## src/rtl/alu_pkg.sv

```systemverilog
// Shared definitions for the ALU arbiter: ALUControl codes, the FSM state
// encoding and a helper that tells legal codes from illegal ones.
package alu_pkg;

  localparam logic [3:0] CTRL_AND = 4'h0;
  localparam logic [3:0] CTRL_ADD = 4'h2;
  localparam logic [3:0] CTRL_SUB = 4'h6;
  localparam logic [3:0] CTRL_SLT = 4'h7;
  localparam logic [3:0] CTRL_NOR = 4'hC;
  localparam logic [3:0] CTRL_SLL = 4'hE;
  localparam logic [3:0] CTRL_NOP = 4'hF;

  typedef enum logic [1:0] {
    ST_IDLE = 2'd0,
    ST_EXEC = 2'd1,
    ST_RESP = 2'd2
  } state_e;

  function automatic logic ctrl_is_legal(input logic [3:0] ctrl);
    logic legal;
    case (ctrl)
      CTRL_AND, CTRL_ADD, CTRL_SUB, CTRL_SLT, CTRL_NOR, CTRL_SLL: legal = 1'b1;
      default:                                                   legal = 1'b0;
    endcase
    return legal;
  endfunction

endpackage

```

## src/rtl/rr_arbiter2.sv

```systemverilog
// Two-input round-robin grant: a lone request always wins; on contention the
// requester named by ptr wins. Grant is one-hot or zero.
module rr_arbiter2 (
  input  logic [1:0] req,
  input  logic       ptr,
  output logic [1:0] gnt
);

  always_comb begin
    gnt = 2'b00;
    if (req == 2'b11) begin
      gnt = ptr ? 2'b10 : 2'b01;
    end else begin
      gnt = req;
    end
  end

endmodule

```

## src/rtl/alu_arbiter.sv

```systemverilog
// Shares one combinational 32-bit ALU between the main datapath (requester 0)
// and the branch/address unit (requester 1) with round-robin grant.
module alu_arbiter
  import alu_pkg::*;
#(
  parameter int unsigned ALU_LAT = 1
) (
  input  logic        clk,
  input  logic        reset,
  input  logic [1:0]  req_valid,
  output logic [1:0]  req_ready,
  input  logic [31:0] req_rs0,
  input  logic [31:0] req_rs1,
  input  logic [31:0] req_rt0,
  input  logic [31:0] req_rt1,
  input  logic [4:0]  req_shamt0,
  input  logic [4:0]  req_shamt1,
  input  logic [3:0]  req_ctrl0,
  input  logic [3:0]  req_ctrl1,
  output logic [1:0]  resp_valid,
  input  logic [1:0]  resp_ready,
  output logic [31:0] resp_result,
  output logic        resp_zero,
  output logic        resp_err,
  output logic [31:0] alu_rs,
  output logic [31:0] alu_rt,
  output logic [4:0]  alu_shamt,
  output logic [3:0]  alu_ctrl,
  input  logic [31:0] alu_result,
  input  logic        alu_zero
);

  localparam logic [3:0] LAT_INIT = 4'(ALU_LAT - 1);

  state_e      state_q, state_d;
  logic        rr_ptr_q, rr_ptr_d;
  logic        owner_q, owner_d;
  logic [3:0]  cnt_q, cnt_d;
  logic [31:0] alu_rs_q, alu_rs_d;
  logic [31:0] alu_rt_q, alu_rt_d;
  logic [4:0]  alu_shamt_q, alu_shamt_d;
  logic [3:0]  alu_ctrl_q, alu_ctrl_d;
  logic [1:0]  resp_valid_q, resp_valid_d;
  logic [31:0] resp_result_q, resp_result_d;
  logic        resp_zero_q, resp_zero_d;
  logic        resp_err_q, resp_err_d;

  logic [1:0]  gnt;
  logic        gnt_idx;
  logic [31:0] sel_rs;
  logic [31:0] sel_rt;
  logic [4:0]  sel_shamt;
  logic [3:0]  sel_ctrl;

  rr_arbiter2 u_rr (
    .req (req_valid),
    .ptr (rr_ptr_q),
    .gnt (gnt)
  );

  assign gnt_idx   = gnt[1];
  assign sel_rs    = gnt_idx ? req_rs1    : req_rs0;
  assign sel_rt    = gnt_idx ? req_rt1    : req_rt0;
  assign sel_shamt = gnt_idx ? req_shamt1 : req_shamt0;
  assign sel_ctrl  = gnt_idx ? req_ctrl1  : req_ctrl0;

  always_comb begin
    state_d       = state_q;
    rr_ptr_d      = rr_ptr_q;
    owner_d       = owner_q;
    cnt_d         = cnt_q;
    alu_rs_d      = alu_rs_q;
    alu_rt_d      = alu_rt_q;
    alu_shamt_d   = alu_shamt_q;
    alu_ctrl_d    = alu_ctrl_q;
    resp_valid_d  = resp_valid_q;
    resp_result_d = resp_result_q;
    resp_zero_d   = resp_zero_q;
    resp_err_d    = resp_err_q;
    req_ready     = 2'b00;

    case (state_q)
      ST_IDLE: begin
        if (gnt != 2'b00) begin
          req_ready   = gnt;
          owner_d     = gnt_idx;
          alu_rs_d    = sel_rs;
          alu_rt_d    = sel_rt;
          alu_shamt_d = sel_shamt;
          if (ctrl_is_legal(sel_ctrl)) begin
            alu_ctrl_d = sel_ctrl;
            cnt_d      = LAT_INIT;
            state_d    = ST_EXEC;
          end else begin
            // Illegal codes never reach the ALU; answer immediately with an error.
            alu_ctrl_d    = CTRL_NOP;
            resp_err_d    = 1'b1;
            resp_result_d = 32'd0;
            resp_zero_d   = 1'b0;
            resp_valid_d  = gnt;
            state_d       = ST_RESP;
          end
        end
      end

      ST_EXEC: begin
        if (cnt_q == 4'd0) begin
          resp_result_d = alu_result;
          resp_zero_d   = alu_zero;
          resp_err_d    = 1'b0;
          resp_valid_d  = owner_q ? 2'b10 : 2'b01;
          state_d       = ST_RESP;
        end else begin
          cnt_d = cnt_q - 4'd1;
        end
      end

      ST_RESP: begin
        // Pointer flips only on a completed response, so a waiting requester goes next.
        if (resp_ready[owner_q]) begin
          resp_valid_d = 2'b00;
          alu_ctrl_d   = CTRL_NOP;
          rr_ptr_d     = ~owner_q;
          state_d      = ST_IDLE;
        end
      end

      default: begin
        state_d = ST_IDLE;
      end
    endcase
  end

  always_ff @(posedge clk or posedge reset) begin
    if (reset) begin
      state_q       <= ST_IDLE;
      rr_ptr_q      <= 1'b0;
      owner_q       <= 1'b0;
      cnt_q         <= 4'd0;
      alu_rs_q      <= 32'd0;
      alu_rt_q      <= 32'd0;
      alu_shamt_q   <= 5'd0;
      alu_ctrl_q    <= CTRL_NOP;
      resp_valid_q  <= 2'b00;
      resp_result_q <= 32'd0;
      resp_zero_q   <= 1'b0;
      resp_err_q    <= 1'b0;
    end else begin
      state_q       <= state_d;
      rr_ptr_q      <= rr_ptr_d;
      owner_q       <= owner_d;
      cnt_q         <= cnt_d;
      alu_rs_q      <= alu_rs_d;
      alu_rt_q      <= alu_rt_d;
      alu_shamt_q   <= alu_shamt_d;
      alu_ctrl_q    <= alu_ctrl_d;
      resp_valid_q  <= resp_valid_d;
      resp_result_q <= resp_result_d;
      resp_zero_q   <= resp_zero_d;
      resp_err_q    <= resp_err_d;
    end
  end

  assign alu_rs      = alu_rs_q;
  assign alu_rt      = alu_rt_q;
  assign alu_shamt   = alu_shamt_q;
  assign alu_ctrl    = alu_ctrl_q;
  assign resp_valid  = resp_valid_q;
  assign resp_result = resp_result_q;
  assign resp_zero   = resp_zero_q;
  assign resp_err    = resp_err_q;

endmodule

```

## config.mk

```make
export PLATFORM = sky130hd
export DESIGN_NAME = alu_arbiter
export DESIGN_NICKNAME = d
export VERILOG_FILES = /design/src/rtl/alu_pkg.sv /design/src/rtl/rr_arbiter2.sv /design/src/rtl/alu_arbiter.sv
export SDC_FILE = /design/constraint.sdc
export NUM_CORES = 1
export LEC_CHECK = 0
export CAP_MARGIN = 25
export CORE_ASPECT_RATIO = 0.7
export CORE_MARGIN = 4
export CORE_UTILIZATION = 36
export CTS_BUF_LIST = sky130_fd_sc_hd__clkbuf_16
export DETAILED_ROUTE_END_ITERATION = 12
export GPL_ROUTABILITY_DRIVEN = 0
export GPL_TIMING_DRIVEN = 0
export PLACE_DENSITY = 0.76
export SYNTH_ARGS = -nofsm -noshare
export SYNTH_HDL_FRONTEND = slang
export SYNTH_SLANG_ARGS = --single-unit
export TNS_END_PERCENT = 20
```

## constraint.sdc

```tcl
create_clock -name clk -period 3.79 [get_ports clk]
set_clock_uncertainty 0.15 [all_clocks]
set_input_delay 0.379 -clock clk [delete_from_list [all_inputs] [get_ports clk]]
set_output_delay 0.379 -clock clk [all_outputs]
set_load 0.02 [all_outputs]
```

==> results.yml <==
worst_setup_path:
  worst-endpoint-required_ps: 3260
  r2r_cells: 7
  cp.arrival_ps: 2560
  r2r-end: "resp_result[0]"
  r2r_start: "state_q[1]"
  critPathLaunchType: "primary input"
  startpoint: "req_valid[0]"
  endpoint_kind: "output pin"
  worstSetupPathType: "primary input to output pin"
  cp_max_fo: 10
  r2r_slack_ps: 1400
grt:
  grt_pass1_vias: 5398
  grt_pass1_wl_um: 28850
  antenna_found_initial: 0
  grt_overflow: 0
  grt_use_total: 0.2115
  grt_max_degree: 72
clock_network:
  cts_htree_levels: 4
  cts.reportedPaths.clkPinSlew_ps: 60
  clk_latency_ps: 410
  cts_tree: "done"
  ctsResizeCount: 0
  cts.sink_count: 117
  numCtsBuffers: 17
  cts_root_buf: "clkbuf_16"
  cts_buffer_depth: 2
  post_cts_buffers: 0
  cts_hold_buffers: 0
die:
  die_x_um: 155.2
  num_rows: 37
  ios: 296
  fp.dieH_um: 111.0
  start_util: 0.3695
  core_area_um2: 14770
  die_area_um2: 17220
timing:
  slew_headroom: 0.6548
  rsz0062_at_grt: "no"
  setup_viol: 0
  whs_ps: 214.8
  finalHoldViolCount: 0
  period_needed_ps: 3084
  setup_ws_ps: 705.7
  drv_slew: 0
  period_share: 0.8138
  max_clock_freq_ghz: 0.3242
  worst_slew_pin_slew_ps: 517.7
yosys:
  yosysMostFrequentCell: "dfrtp_1"
  netlist.area_leader.share: 0.5182
  synth_seq_area_share: 0.5375
  synth_area_leaders: "dfrtp_1 (52%), mux2i_1 (13%), o21ai_0 (6.8%)"
  synthCells: 500
  syn-cell-area_um2: 5456
  synth_common_cells: "dfrtp_1 (113), nand2_1 (80), o21ai_0 (74)"
  ys_types: 54
  synthFlopType: "dfrtp_1"
  synth-edff-count: 0
  synth_seq_cells: 117
  synth_top_area_cell: "dfrtp_1"
  ys_async_sr_fraction: 1.000
  ys.warnings.count: 0
  syn_nets: 690
  syn_area_per_cell_um2: 10.91
finish:
  antenna_cells: 0
  final_nets: 1005
  fill_cells: 1196
  register_area_um2: 2933
  area_growth_pct: 70.24
  utilization: 0.6290
  multi_input_area_um2: 2302
  drive_gt1_frac: 0.07609
  stdcell_count: 1023
pwr:
  p_leak_uw: 0.004029
  pwr-share-comb: 0.474
  irDropWorstVdd_v: 0.0004020
  power_density_nw_per_um2: 752.7
  pwr-share-seq: 0.293
  switchingPower_uw: 2701
  p_sw_frac: 0.3863
  clkPwrFrac: 0.234
  intPower_uw: 4291
placed_design:
  place_inst: 991
  hpwlAfterDp_um: 14470
  io_buffers: 295
  post-place-ws_ps: 731.1
drt:
  totalWireLength_um: 18490
  vias: 5207
  first_iter_violations: 260
  viasPerCell: 5.090
  drc: 0
  ant_nets: 0
  wl_per_cell_um: 18.07
  dr.pass1.iters: 5
status:
  status: "finished, final reports clean"
hold_path:
  hold_class: "primary input to asynchronous set/reset pin"
run:
  maxCapViolations: 0
[registers in the layout, indices dropped and copies added, names as in the netlist]
signal and count:
alu_rs 32, alu_rt 32, resp_result 32, alu_shamt 5
alu_ctrl 4, cnt_q 4, resp_valid 2, state_q 2
owner_q 1, resp_err 1, resp_zero 1, rr_ptr_q 1
[power by group through the flow]
stage | logic (µW) | clock network, µW | registers, µW
2_1_floorplan | 1180 | 0 | 2600
3_3_place_gp | 3260 | 0 | 2030
3_5_place_dp | 3330 | 0 | 2060
4_1_cts | 3350 | 1660 | 2050
5_1_grt | 3570 | 1720 | 2110
6_report | 3310 | 1630 | 2050
[cell type report]
cell class / instances / area share
plain buffers: 36 / 0.02061
repair buffers: 296 / 0.3209
multi-input cells: 339 / 0.2478
flip-flops and latches: 117 / 0.3157
clock buffers: 17 / 0.04580
well taps: 195 / 0.02627
inverters: 8 / 0.003772
clock inverters: 15 / 0.01913
[cell usage in the layout, fill, tap and decap left out, drive strengths merged, types with 5 or more instances in the layout]
cell | Yosys | final
o21ai | 77 | 77
a32o | 33 | 33
a21oi | 5 | 5
a31oi | 6 | 6
dfrtp | 113 | 113
nand2 | 81 | 81
inv | 8 | 12
clkdlybuf4s50 | 0 | 295
nor2 | 14 | 14
buf | 22 | 23
ha | 5 | 5
clkbuf | 14 | 31
mux2i | 73 | 73
nand3 | 6 | 6
[worst max path at each step]
stage	to	cells past startpoint
after detailed placement	req_ready[1]	7
after global placement	alu_rs[2]	2
after floorplan	alu_rs[0]	1
after CTS	req_ready[1]	7
final	req_ready[1]	7
after global routing	req_ready[1]	7
[routing by layer]
metal,up-vias,share of wire,global-route usage
li1,2449,-,-
met1,2543,0.41,0.2588
met2,202,0.50,0.3589
met3,13,0.085,0.07179
met4,0,0.0094,0.05294
met5,-,0,0
[per-stage QoR]
step	instance area [µm²]	setup TNS (ps)	total power, µW
global route	9289	0	7408
global placement	8653	-164690	5289
finish	9289	0	6992
floorplan	5456	0	3779
CTS	9289	0	7058
detailed placement	8686	0	5392
[critical path, stage by stage]
cell and delay, ps:
clkdlybuf4s50_1 540, nand2b_1 140, nand2_1 180, buf_2 280
buf_2 340, nor2_1 130, clkdlybuf4s50_1 560
[cell families after synthesis]
| logic type | synth area share |
|---|---|
| AO/OA/AOI/OAI | 0.1798 |
| buffers and inverters | 0.04059 |
| multiplexers | 0.1401 |
| flip-flops | 0.5375 |
| adder cells (fa/ha/maj) | 0.01147 |
| AND/OR/NAND/NOR | 0.09058 |
Note: power is estimated with default switching activity, not from simulation.
==> variant 1 (same settings) <==
Take the reset off `resp_result_q` and load it in a clocked block of its own.
--- a/src/rtl/alu_arbiter.sv
+++ b/src/rtl/alu_arbiter.sv
@@ -142,7 +142,6 @@
       alu_shamt_q   <= 5'd0;
       alu_ctrl_q    <= CTRL_NOP;
       resp_valid_q  <= 2'b00;
-      resp_result_q <= 32'd0;
       resp_zero_q   <= 1'b0;
       resp_err_q    <= 1'b0;
     end else begin
@@ -155,10 +154,13 @@
       alu_shamt_q   <= alu_shamt_d;
       alu_ctrl_q    <= alu_ctrl_d;
       resp_valid_q  <= resp_valid_d;
-      resp_result_q <= resp_result_d;
       resp_zero_q   <= resp_zero_d;
       resp_err_q    <= resp_err_d;
     end
+  end
+
+  always_ff @(posedge clk) begin
+    resp_result_q <= resp_result_d;
   end
 
   assign alu_rs      = alu_rs_q;
Behaviour: differs if reset is asserted again (counterexample within 4 cycles, from zero or initial values and one cycle with reset high); with reset held inactive, the same outputs for 4 cycles.
==> variant 1 against the unedited design <==
Wire length is 4.8% lower. Sequential cell count stayed put. Worst setup slack worse by 75 ps. Total power is 4.0% higher. Final area is 1.1% lower. Area after synthesis is 1.2% lower. Global-route usage is 1.6 points lower. Final cell count is 0.88% lower. Non-clock buffer count is 7 lower. Combinational power is 5% higher. Largest power group unchanged.
==> variant 1: results (changes against the unedited design) <==
================================================================================
Critical path endpoint ............................................ req_ready[1]
Buffer type at the clock tree root ................................ sky130_fd_sc_hd__clkbuf_16
Crit path arrival time ............................................      2630 ps   +70 ps
Length of the first detailed-routing pass in iterations ...........            4   -1
Count of fill cells added during filler insertion .................         1199   +0.25%
Maximum cell stage delay along the critical path ..................       600 ps   +40 ps
Async SR Flop Fraction ............................................        72.6%   -27 points
Startpoint of the lowest-slack register-to-register path ..........   state_q[0]
Distinct cells, synth .............................................           37   -31%
Terminus of the critical flop-to-flop path ........................ resp_result[27]
Total via count after detailed routing ............................         4833   -7.2%
Register area share after synthesis ...............................        57.4%   +3.6 points
Status ............................................................ finished clean
# nets final ......................................................          996   -0.90%
H-Tree Depth ......................................................            4   unchanged
Count of pins over their slew limit ...............................            0   unchanged
Leading post-synthesis cells by cell area ......................... sky130_fd_sc_hd__dfrtp_1 38%, sky130_fd_sc_hd__edfxtp_1 18%, sky130_fd_sc_hd__mux2i_1 14%, sky130_fd_sc_hd__o21ai_0 7.4%, sky130_fd_sc_hd__nand2_1 5.5%
Worst Reg2Reg Path Length in Cells ................................            7   unchanged
Worst hold path class ............................................. input port to async pin
Leak ..............................................................      3.90 nW   -3.2%
Global-route wire length before repair ............................     26400 µm   -8.5%
Number of enable flip-flop cells after synthesis ..................           32   +32
Maximum fanout encountered on the critical timing path ............           10   unchanged
Number of buffer cells added on primary ports .....................          294   -0.34%
Post-cts gate resize count ........................................            0   unchanged
Nets in the synthesized netlist ...................................          681   -1.3%
Num CTS Buffers ...................................................           17   unchanged
Initial detailed-routing violation count ..........................          250   -3.8%
HPWL Detailed .....................................................     13900 µm   -4.3%
Tightest slew margin relative to the limit ........................        48.1%   -17 points
Maximum number of pins on one net before global-route repair ......           46   -36%
Clock Latency Late Sink ...........................................       400 ps
Max rail drop VDD .................................................   0.000334 V   -17%
Routed wirelength normalized by instance count ....................      17.4 µm   -3.9%
Total routing usage reported by global routing ....................        19.6%   -1.6 points
Number of global-route vias before repair .........................         5112   -5.3%
Flop2flop setup slack .............................................       990 ps   -410 ps
Fraction of final layout cells with drive strength greater than 1 .        6.35%   -1.3 points
================================================================================
==> variant 1: cell types whose count changed after synthesis, sizes merged, moves of 6 or more <==
cell	unedited run	this run
nor2	14	22
dfrtp	113	81
edfxtp	0	32
buf	22	16
a32o	33	0
and2	1	36
==> variant 1: stage by stage <==
step	setup WS, ps	hold WS (ps)	total power [mW]	std cells	instance area, µm²
4_1_cts	642	241	7.35	1014	9190
6_report	631	228	7.27	1014	9190
3_3_place_gp	-402	311	5.64	980	8580
5_1_grt	518	274	7.71	1014	9190
2_1_floorplan	656	322	4.01	491	5390
3_5_place_dp	633	319	5.77	982	8620
==> variant 1: worst min path at each step <==
stage,start,to,slack [ps],cells past startpoint
final,reset,alu_rs[17],230,2
after global routing,reset,alu_rs[17],270,2
after CTS,reset,alu_rs[21],240,2
after detailed placement,alu_rt[4],alu_rt[4],320,2
after global placement,alu_shamt[2],alu_shamt[2],310,2
after floorplan,cnt_q[3],cnt_q[3],320,1
==> variant 1: where the power goes <==
group	switching, mW	internal [mW]
Clock	0.555	0.987
Combinational	1.93	1.55
Sequential	0.295	1.95
==> variant 1: area by class of cell <==
type	count	area (µm²)	share of cell area [%]
Inverter	7	28.8	0.313
Multi-Input combinational cell	338	2150	23.4
Sequential cell	117	3090	33.7
Buffer	29	121	1.32
Tap cell	195	244	2.66
Clock buffer	18	450	4.90
Timing Repair Buffer	296	2980	32.4
Clock inverter	14	119	1.29
==> variant 1: metal layers <==
| metal | track usage (%) | share of wire (%) | wire length (µm) | vias up |
|---|---|---|---|---|
| li1 | - | - | - | 2338 |
| met1 | 24.0 | 41 | 7200 | 2313 |
| met2 | 34.7 | 52 | 9120 | 164 |
| met3 | 5.07 | 6.2 | 1090 | 18 |
| met4 | 5.29 | 1.1 | 199 | 0 |
| met5 | 0 | 0 | 0 | - |
==> variant 1: cell families after synthesis <==
| kind of cell | Yosys count | share of synthesized area [%] |
|---|---|---|
| compound gates | 103 | 11.0 |
| fa+ha+maj | 5 | 1.16 |
| buf+inv | 36 | 2.74 |
| flops | 117 | 57.4 |
| mux | 78 | 14.6 |
| simple gates | 152 | 13.2 |
==> variant 2 (same flow settings) <==
Without the edit above. Make the reset (`reset`) synchronous in one clocked block.
--- a/src/rtl/alu_arbiter.sv
+++ b/src/rtl/alu_arbiter.sv
@@ -131,7 +131,7 @@
     endcase
   end
 
-  always_ff @(posedge clk or posedge reset) begin
+  always_ff @(posedge clk) begin
     if (reset) begin
       state_q       <= ST_IDLE;
       rr_ptr_q      <= 1'b0;
Formal check against the unedited RTL: differs if reset is asserted again (counterexample within 4 cycles, from zero or initial values and one cycle with reset high); with reset held inactive, the same outputs for 4 cycles.
==> variant 2 against the unedited design <==
Sequential cell count stayed put. Total power down 13%. Fmax is 5.0% lower. Non-clock buffer count rose by 25. Highest routed layer unchanged. Sequential power shrank 15%. Final area up 3.7%. Worst setup slack got worse by 160 ps. Area after synthesis up 7.0%. Wire length is 13% higher.
==> variant 2: results (changes against the unedited design) <==
===============================================================================================
Core utilization of the finished layout ..........................................        61.4%   -1.5 points
Worst hold path class ............................................................ flop to flop
Total routing usage reported by global routing ...................................        21.8%   +0.62 points
Worst Max-Slew Pin Slew ..........................................................       855 ps   +337 ps
H-Tree Depth .....................................................................            4   unchanged
Cell area reported after detailed placement ......................................     9020 µm²   +3.9%
Post-Route Hold Slack ............................................................       337 ps   +122 ps
Sum of routed wire length over all layers ........................................     20900 µm   +13%
Nets in the synthesized netlist ..................................................          867   +26%
Maximum number of pins on one net before global-route repair .....................           17   -76%
Number of global-route vias before repair ........................................         6039   +12%
Crit path arrival time ...........................................................      2720 ps   +160 ps
Startpoint of the lowest-slack register-to-register path .........................   state_q[0]
Min cycle time layout ............................................................      3250 ps   +162 ps
# placed instances ...............................................................         1169   +18%
Global-route wire length before repair ...........................................     32400 µm   +12%
Max rail drop VDD ................................................................   0.000322 V   -20%
Status ........................................................................... finished clean
Post-DR vias/cell ................................................................         5.25   +3.2%
Register area share after synthesis ..............................................        40.1%   -14 points
Flop2flop setup slack ............................................................      1070 ps   -330 ps
Fraction of final layout cells with drive strength greater than 1 ................        5.69%   -1.9 points
Post-placement setup slack .......................................................       551 ps   -180 ps
Maximum cell stage delay along the critical path .................................       680 ps   +120 ps
Count of fill cells added during filler insertion ................................         1379   +15%
Number of buffer cells added on primary ports ....................................          293   -0.68%
Post-cts gate resize count .......................................................            0   unchanged
HPWL Detailed ....................................................................     16300 µm   +13%
Clock input transition at the sequential cells of the worst setup and hold paths .        60 ps   about the same
Synth top cells by count ......................................................... 117 x sky130_fd_sc_hd__dfxtp_1, 85 x sky130_fd_sc_hd__nor2_1, 72 x sky130_fd_sc_hd__mux2i_1
Leak .............................................................................      3.85 nW   -4.4%
Distinct cells, synth ............................................................           48   -11%
Leading post-synthesis cells by cell area ........................................ sky130_fd_sc_hd__dfxtp_1 40%, sky130_fd_sc_hd__mux2i_1 12%, sky130_fd_sc_hd__a211oi_1 9.1%, sky130_fd_sc_hd__nor2_1 5.5%, sky130_fd_sc_hd__nor3b_1 4.5%
===============================================================================================
[variant 2: power breakdown]
part / switching, mW / leakage, nW / total, mW / internal (mW)
Clock: 0.613 / 0.288 / 1.65 / 1.04
Combinational: 1.53 / 2.60 / 2.70 / 1.17
Sequential: 0.183 / 0.964 / 1.75 / 1.56
[variant 2: routing by layer]
metal	vias to the layer above	track usage [%]	part of all wire [%]
li1	3105	-	-
met1	2932	28.9	44
met2	250	34.4	46
met3	24	6.59	8.3
met4	0	6.53	1.8
met5	-	0	0
[variant 2: final cells by class]
class	instances	share of cell area [%]
plain buffers	64	2.74
clock buffers	17	4.42
clock inverters	15	1.88
inverters	43	1.68
multi-input cells	452	31.9
flip-flops and latches	117	24.3
well taps	200	2.60
repair buffers	293	30.5
[variant 2: logic make-up (layout without fill, tap and decap cells)]
family / Yosys count / after routing / share of synthesized area (%)
compound gates: 182 / 182 / 22.2
fa+ha+maj: 6 / 6 / 1.29
buf+inv: 107 / 432 / 7.29
flops: 117 / 117 / 40.1
mux: 72 / 72 / 12.3
simple gates: 192 / 192 / 16.8
[variant 2: worst reg2reg max path: stages, from the launching register on]
cell,delay [ps]
sky130_fd_sc_hd__dfxtp_1,330
sky130_fd_sc_hd__inv_1,120
sky130_fd_sc_hd__ha_1,160
sky130_fd_sc_hd__buf_2,210
sky130_fd_sc_hd__clkinv_1,280
sky130_fd_sc_hd__nor2_1,260
sky130_fd_sc_hd__clkbuf_1,460
sky130_fd_sc_hd__clkbuf_1,450
sky130_fd_sc_hd__a211oi_1,150
[variant 2: path summary, 6_finish.rpt]
check	end	cells past startpoint
worst max register to register	alu_rs[30]	8
worst min register to register	cnt_q[1]	2
worst min-delay path	cnt_q[1]	2
worst max-delay path	req_ready[1]	7
